===== config.mk =====
export PLATFORM = sky130hd
export DESIGN_NAME = uart_tx_scheduler
export DESIGN_NICKNAME = d
export VERILOG_FILES = /design/src/rtl/uart_tx_scheduler.sv
export SDC_FILE = /design/constraint.sdc
export NUM_CORES = 1
export LEC_CHECK = 0
export CORE_MARGIN = 1
export CORE_UTILIZATION = 55
export DETAILED_ROUTE_END_ITERATION = 10
export GPL_ROUTABILITY_DRIVEN = 1
export GPL_TIMING_DRIVEN = 0
export PLACE_DENSITY = 0.91
export SETUP_SLACK_MARGIN = 0.15
export SLEW_MARGIN = 30
export SYNTH_ARGS = -nofsm -noshare
export SYNTH_HDL_FRONTEND = slang
export SYNTH_SLANG_ARGS = --single-unit

===== constraint.sdc =====
create_clock -name CLK -period 4.7 [get_ports CLK]
set_clock_uncertainty 0.1 [all_clocks]
set_input_delay 0.94 -clock CLK [delete_from_list [all_inputs] [get_ports CLK]]
set_output_delay 0.94 -clock CLK [all_outputs]
set_load 0.01 [all_outputs]

===== src/rtl/uart_tx_scheduler.sv =====
// Round-robin arbitration of two byte requesters into a small FIFO, drained one
// frame at a time over the transmitter's CONTROL/DATA/STATUS handshake.
module uart_tx_scheduler #(
  parameter int unsigned DEPTH       = 4,
  parameter int unsigned AW          = 2,
  parameter int unsigned ACK_TIMEOUT = 16,
  parameter logic [7:0]  RDY         = 8'd0,
  parameter logic [7:0]  BSY         = 8'd255,
  parameter logic [7:0]  NOP         = 8'd0,
  parameter logic [7:0]  SND         = 8'd255
) (
  input  logic        CLK,
  input  logic        RST,
  input  logic        REQ0_VALID,
  input  logic [7:0]  REQ0_DATA,
  output logic        REQ0_READY,
  input  logic        REQ1_VALID,
  input  logic [7:0]  REQ1_DATA,
  output logic        REQ1_READY,
  input  logic [7:0]  TX_STATUS,
  output logic [7:0]  TX_CONTROL,
  output logic [7:0]  TX_DATA,
  input  logic        ERR_CLR,
  output logic [AW:0] COUNT,
  output logic        BUSY,
  output logic        ERR
);

  localparam int unsigned TW = (ACK_TIMEOUT > 2) ? $clog2(ACK_TIMEOUT) : 1;

  typedef enum logic [1:0] {IDLE, WAIT_BSY, WAIT_RDY} state_t;

  logic [7:0]    mem [DEPTH];
  logic [AW-1:0] wr_ptr, rd_ptr;
  logic [AW:0]   count;
  logic          rr;
  logic          full, empty;
  logic          grant0, grant1;
  logic          push, pop;
  logic [7:0]    push_data;

  state_t        state, state_nxt;
  logic [TW-1:0] timer, timer_nxt;
  logic [7:0]    ctrl, ctrl_nxt;
  logic [7:0]    data, data_nxt;
  logic          err, err_set;

  // Fullness is taken from the registered count, so a pop never frees a slot
  // for a push in the same cycle.
  assign full   = (count == (AW+1)'(DEPTH));
  assign empty  = (count == '0);
  assign grant0 = REQ0_VALID & (~REQ1_VALID | ~rr);
  assign grant1 = REQ1_VALID & (~REQ0_VALID | rr);
  assign REQ0_READY = grant0 & ~full;
  assign REQ1_READY = grant1 & ~full;
  assign push      = REQ0_READY | REQ1_READY;
  assign push_data = REQ0_READY ? REQ0_DATA : REQ1_DATA;

  always_ff @(posedge CLK) begin
    if (push) mem[wr_ptr] <= push_data;
  end

  always_ff @(posedge CLK or posedge RST) begin
    if (RST) begin
      wr_ptr <= '0;
      rd_ptr <= '0;
      count  <= '0;
      rr     <= 1'b0;
    end else begin
      if (push) begin
        wr_ptr <= wr_ptr + AW'(1);
        rr     <= REQ0_READY;
      end
      if (pop) rd_ptr <= rd_ptr + AW'(1);
      case ({push, pop})
        2'b10:   count <= count + (AW+1)'(1);
        2'b01:   count <= count - (AW+1)'(1);
        default: count <= count;
      endcase
    end
  end

  always_comb begin
    state_nxt = state;
    ctrl_nxt  = ctrl;
    data_nxt  = data;
    timer_nxt = timer;
    pop       = 1'b0;
    err_set   = 1'b0;
    case (state)
      IDLE: begin
        ctrl_nxt = NOP;
        if (!empty && TX_STATUS == RDY) begin
          data_nxt  = mem[rd_ptr];
          ctrl_nxt  = SND;
          pop       = 1'b1;
          timer_nxt = '0;
          state_nxt = WAIT_BSY;
        end
      end
      WAIT_BSY: begin
        if (TX_STATUS == BSY) begin
          ctrl_nxt  = NOP;
          state_nxt = WAIT_RDY;
        end else if (timer == TW'(ACK_TIMEOUT - 1)) begin
          ctrl_nxt  = NOP;
          err_set   = 1'b1;
          state_nxt = IDLE;
        end else begin
          timer_nxt = timer + TW'(1);
        end
      end
      WAIT_RDY: begin
        ctrl_nxt = NOP;
        if (TX_STATUS == RDY) state_nxt = IDLE;
      end
      default: begin
        ctrl_nxt  = NOP;
        state_nxt = IDLE;
      end
    endcase
  end

  always_ff @(posedge CLK or posedge RST) begin
    if (RST) begin
      state <= IDLE;
      ctrl  <= NOP;
      data  <= '0;
      timer <= '0;
      err   <= 1'b0;
    end else begin
      state <= state_nxt;
      ctrl  <= ctrl_nxt;
      data  <= data_nxt;
      timer <= timer_nxt;
      err   <= err_set | (err & ~ERR_CLR);
    end
  end

  assign TX_CONTROL = ctrl;
  assign TX_DATA    = data;
  assign COUNT      = count;
  assign BUSY       = ~empty | (state != IDLE);
  assign ERR        = err;

endmodule


### Word-level counts from Yosys, hierarchy flattened

Memories as Yosys holds them, arrays and structs flattened. A register that Yosys moved wholly into a read port is not among the register bits.
Cells that the tools add are included.

| cells by class | value |
|---|---|
| add/subtract/negate cells | 5 |
| equality and inequality tests | 12 |
| mux-type cells | 22 |
| bitwise gates (word level) | 16 |
| reduce and logical (&&, ||, !) cells | 11 |

Operators by type and width:

| operator | count |
|---|---|
| 2-to-1 mux 8 bit | 4 |
| case mux 8 bit (2 select lines) | 1 |
| 2-to-1 mux 4 bit | 3 |
| == test 8 bit, second input constant | 1 |
| zero test 8 bit | 1 |
| 2-to-1 mux 2 bit | 4 |
| != test 2 bit, second input constant | 4 |
| case mux 4 bit (2 select lines) | 1 |
| 2-to-1 mux 1 bit | 7 |
| inverter 1 bit | 6 |
| case mux 2 bit (3 select lines) | 1 |
| case mux 3 bit (2 select lines) | 1 |
| nonzero test 2 bit | 3 |
| bitwise AND 1 bit | 5 |
| OR 1 bit | 5 |
| adder 2 x 1 -> 2 bit, second input constant | 2 |
| adder 4 x 1 -> 4 bit, second input constant | 1 |
| == test 2 x 1 -> 1 bit, second input constant | 2 |
| == test 2 bit, second input constant | 2 |
| == test 4 bit, second input constant | 1 |
| AND reduction 4 bit | 1 |
| adder 3 x 1 -> 3 bit, second input constant | 1 |
| == test 3 bit, second input constant | 1 |
| zero test 3 bit | 1 |
| other kinds (7) | 7 |

| storage, ports and cells | value |
|---|---|
| flip-flop bits (word level) | 23 |
| RAM bits | 32 |
| bits of input ports | 29 |
| output and inout bits | 23 |
| logic and storage cells | 75 |
| memories kept | 1 |

Memories:

| name | depth | width | rd ports | clocked after memory_dff | write ports | RTL line | RTL |
|---|---|---|---|---|---|---|---|
| mem | 4 | 8 | 1 | 1 | 1 | 33 | `logic [7:0] mem [DEPTH];` |

### Logic depth before layout (Yosys ltp)

| depth | value |
|---|---|
| depth in word-level cells | 7 |
| mapped depth | 10 |
| gate-level depth less buffers | 9 |

### Worst setup path before layout

No wires, ideal clock.

| path | value |
|---|---|
| kind | input -> register |
| from | in TX_STATUS[4] |
| to | reg count[2] (netlist: COUNT[2]) |
| setup time | 0.079 ns |
| arrival time | 3.202 ns |
| data required time | 4.521 ns |
| slack | 1.319 ns |
| stages on the path | 10 |
| buffers on the path | 1 |
| path through | or4_4 -> or4b_1 -> buf_6 -> clkinv_16 -> ha_1 -> inv_1 -> fa_1 -> xor2_1 -> nor2_1 -> xor2_1 |

| on the way | value |
|---|---|
| cells in the longest elaborated chain, start to end | 6 |
| elaborated cells between the ends (all ways) | 8 |
| classes of those cells | eq/ne: 2; mux: 3; reduce/logical: 3 |

Ends and longest elaborated chain:

| item | RTL line | RTL |
|---|---|---|
| from (decl) | 20 | `input logic [7:0] TX_STATUS,` |
| zero test 8 bit * | 93 | `if (!empty && TX_STATUS == RDY) begin` |
| logical AND 1 bit * | 93 |  |
| 2-to-1 mux 1 bit * | 93 |  |
| 2-to-1 mux 1 bit * | 90 | `case (state)` |
| named net pop | 39 | `logic push, pop;` |
| == test 2 x 1 -> 1 bit / == test 2 bit (equally long branches) | 75 | `case ({push, pop})` |
| case mux 3 bit (2 select lines) / nonzero test 2 bit (equally long branches) | - |  |
| to (signal assigned) | 76 | `2'b10: count <= count + (AW+1)'(1);` |
| to (signal assigned) | 77 | `2'b01: count <= count - (AW+1)'(1);` |
| to (signal assigned) | 78 | `default: count <= count;` |
| to (decl) | 35 | `logic [AW:0] count;` |

Mark *: on every way through the listed nets, which the timed path passes. The rest lies on a longest branch.
A chain may end at the register's enable or synchronous reset.

### Final worst setup path

Ends and elaborated chain as after synthesis.

==> flow_metrics.env <==
export IMPL_status="completed"
export IMPL_yosys_warnings=0
export IMPL_grt_pass1_wl_mm=7.46
export IMPL_first_pass_iters=4
export IMPL_die_h_microns=69.9
export IMPL_nets=256
export IMPL_synth_edff_count=32
export IMPL_core_sq_mm=0.00438
export IMPL_die_w_microns=69.9
export IMPL_synth_cells=161
export IMPL_p_int_mw=1.06
export IMPL_grt_max_degree=25
export IMPL_critPathKind="input port to register"
export IMPL_drv_slew=0
export IMPL_power_leakage_nw=1.27
export IMPL_ir_drop_uv=268
export IMPL_cts_resized=0
export IMPL_holdCritPathClass="register to register"
export IMPL_cts_buffers=5
export IMPL_powerDensity_mw_per_mm2=463
export IMPL_syn_nets=197
export IMPL_routabilityCongestion=0.747
export IMPL_clk_pin_slew_ns=0.10
export IMPL_power_frac_clock=0.215
export IMPL_viasPerCell=5.28
export IMPL_fin_area_sq_mm=0.00323
export IMPL_wl_per_cell_microns=15.8
export IMPL_drt_iter0_drc=50
export IMPL_relSlewSlack=0.455
export IMPL_cts_tree="yes"
export IMPL_switching_share=0.290
export IMPL_route_detailed_drc=0
export IMPL_synth_cell_type_count=38
export IMPL_cts_hold_buffers=0
export IMPL_clockBufferDepth=2
export IMPL_htree_levels=2
export IMPL_dpl_cell_area_sq_mm=0.00312
export IMPL_end_kind="register"
export IMPL_post_cts_repair_setup_buffers=0
export IMPL_setup_ws_ns=1.08
export IMPL_clkSinkCount=56
export IMPL_layout_drive_gt1_share=0.226
export IMPL_diodes=0
export IMPL_synthToLayoutAreaGrowth_pct=27.4
export IMPL_ios=52
export IMPL_power_share_sequential=0.501
export IMPL_port_buffers=51
export IMPL_switching_power_mw=0.434
export IMPL_drt_total_wl_mm=4.33
export IMPL_dp_slack_ns=0.766
export IMPL_ys_seq_area_frac=0.615
export IMPL_worstMarginPinSlew_ns=0.816
export IMPL_maxCapViolCount=0
export IMPL_rows=24
export IMPL_syn_area_sq_mm=0.00254
export IMPL_grt_antenna_before_repair=0
export IMPL_gr_total_overflow=0
export IMPL_synthDominantCellAreaShare=0.379
export IMPL_rsz0062_at_grt="false"
export IMPL_period_share=0.770
export IMPL_setup_viol=0
export IMPL_postSynthAreaPerCell_sq_um=15.8
export IMPL_synthTopCellsByArea="edfxtp_1 38%, dfrtp_1 24%, mux4_2 7.1%, mux2_4 4.7%, mux2_2 4.0%"
export IMPL_mostFrequentLayoutCell="clkdlybuf4s50_1"
export IMPL_async_flop_share=0.429
export IMPL_via_count=1441
export IMPL_layout_common_cells="51 x clkdlybuf4s50_1, 32 x edfxtp_1, 24 x dfrtp_1"
export IMPL_synth_ff_latch_count=56
export IMPL_num_fill_cells=284
export IMPL_synth_ff_type="edfxtp_1"
export IMPL_critical_path_max_fanout=10
export IMPL_tns_ns=0
export IMPL_die_area_sq_mm=0.00489
export IMPL_max_freq_mhz=276
export IMPL_worstPathRequired_ns=4.84
export IMPL_start_util=0.579
export IMPL_crit_arrival_ns=3.76
export IMPL_hpwl_mm=3.16
export IMPL_yosysTopAreaCell="edfxtp_1"
export IMPL_hold_viol_final=0
export IMPL_clock_latency_ns=0.31
export IMPL_grt_usage=0.204
export IMPL_grt_pass1_vias=1544
export IMPL_layout_min_cycle_time_ns=3.62
export IMPL_clock_root_buffer="clkbuf_8"
export IMPL_combPwrFrac=0.284
export IMPL_critPathLaunchType="input port"
export IMPL_postRouteAntennaNets=0
power groups by stage:
| stage | combinational (mW) | sequential [mW] | clock [mW] |
|---|---|---|---|
| after floorplan | 0.266 | 0.753 | 0 |
| after global placement | 0.405 | 0.755 | 0 |
| after detailed placement | 0.430 | 0.762 | 0 |
| after CTS | 0.432 | 0.752 | 0.324 |
| after global routing | 0.469 | 0.767 | 0.349 |
| final | 0.425 | 0.750 | 0.322 |
Yosys cell counts, types with 2 or more instances:
cell and n:
mux2_2 9, nand2_1 4, mux2_4 8, nor2b_1 5, ha_1 6, edfxtp_1 32, mux4_2 8, nor2_1 7
xnor2_1 3, o21ai_0 4, dfrtp_1 24, nand4_1 2, o211ai_1 2, buf_4 7, nand3_1 3, mux2i_1 2
inv_1 13, xor2_1 2
cell type report:
type | count | area [sq um] | share of cell area
sequential | 56 | 1560 | 0.483
multi-input combinational | 81 | 825 | 0.255
tap | 52 | 65.1 | 0.0201
timing repair buffer | 52 | 515 | 0.159
inverter | 14 | 78.8 | 0.0244
clock inverter | 3 | 46.3 | 0.0143
buffer | 10 | 72.6 | 0.0224
clock buffer | 5 | 68.8 | 0.0213
critical path, stage by stage:
cell and delay (ns):
clkdlybuf4s50_1 0.42, or4_4 0.54, or4b_1 0.55, buf_6 0.18, clkinv_16 0.08, ha_1 0.18, inv_1 0.06, fa_1 0.38
xor2_1 0.17, nor2_1 0.11, xor2_1 0.15
flip-flops by register name, indices dropped and copies added, names as in the netlist:
name and count:
wr_ptr 2, rr 1, mem 32, timer 4, COUNT 3, rd_ptr 2, ERR 1, TX_CONTROL 1
TX_DATA 8, state 2
logic make-up after synthesis:
group                    after synthesis  synth area share
flip-flops                            56             0.615
multiplexers                          27             0.166
AND/OR/NAND/NOR                       27            0.0597
buffers and inverters                 24            0.0597
AO/OA/AOI/OAI                         14            0.0380
adder cells (fa/ha/maj)                7            0.0375
XOR/XNOR                               6            0.0237
stage by stage:
step / hold slack (ns) / power, mW / util / instances
after floorplan: 0.359 / 1.02 / - / 161
after global placement: 0.383 / 1.16 / 0.710 / 264
after detailed placement: 0.390 / 1.19 / 0.711 / 265
after CTS: 0.403 / 1.51 / 0.737 / 273
after global routing: 0.424 / 1.59 / 0.737 / 273
final: 0.412 / 1.50 / 0.737 / 273
worst paths after layout:
kind / from / endpoint / slack, ns / cells after the start
min in group asynchronous: RST / TX_DATA[1] / 0.87 / 2
hold / removal: timer[2] / timer[2] / 0.41 / 1
setup / recovery: TX_STATUS[4] / COUNT[2] / 1.08 / 11
setup reg to reg: COUNT[2] / COUNT[2] / 2.19 / 10
max in group asynchronous: RST / rr / 3.27 / 2
hold reg to reg: timer[2] / timer[2] / 0.41 / 1
per-layer routing:
| layer | share of wire | global-route usage | wire [microns] |
|---|---|---|---|
| met3 | 0.034 | 0.0361 | 145 |
| met1 | 0.42 | 0.268 | 1830 |
| met2 | 0.53 | 0.335 | 2280 |
| met5 | 0 | 0 | 0 |
| met4 | 0.018 | 0.0867 | 78 |
No activity file was read; power rests on OpenSTA's default activity.
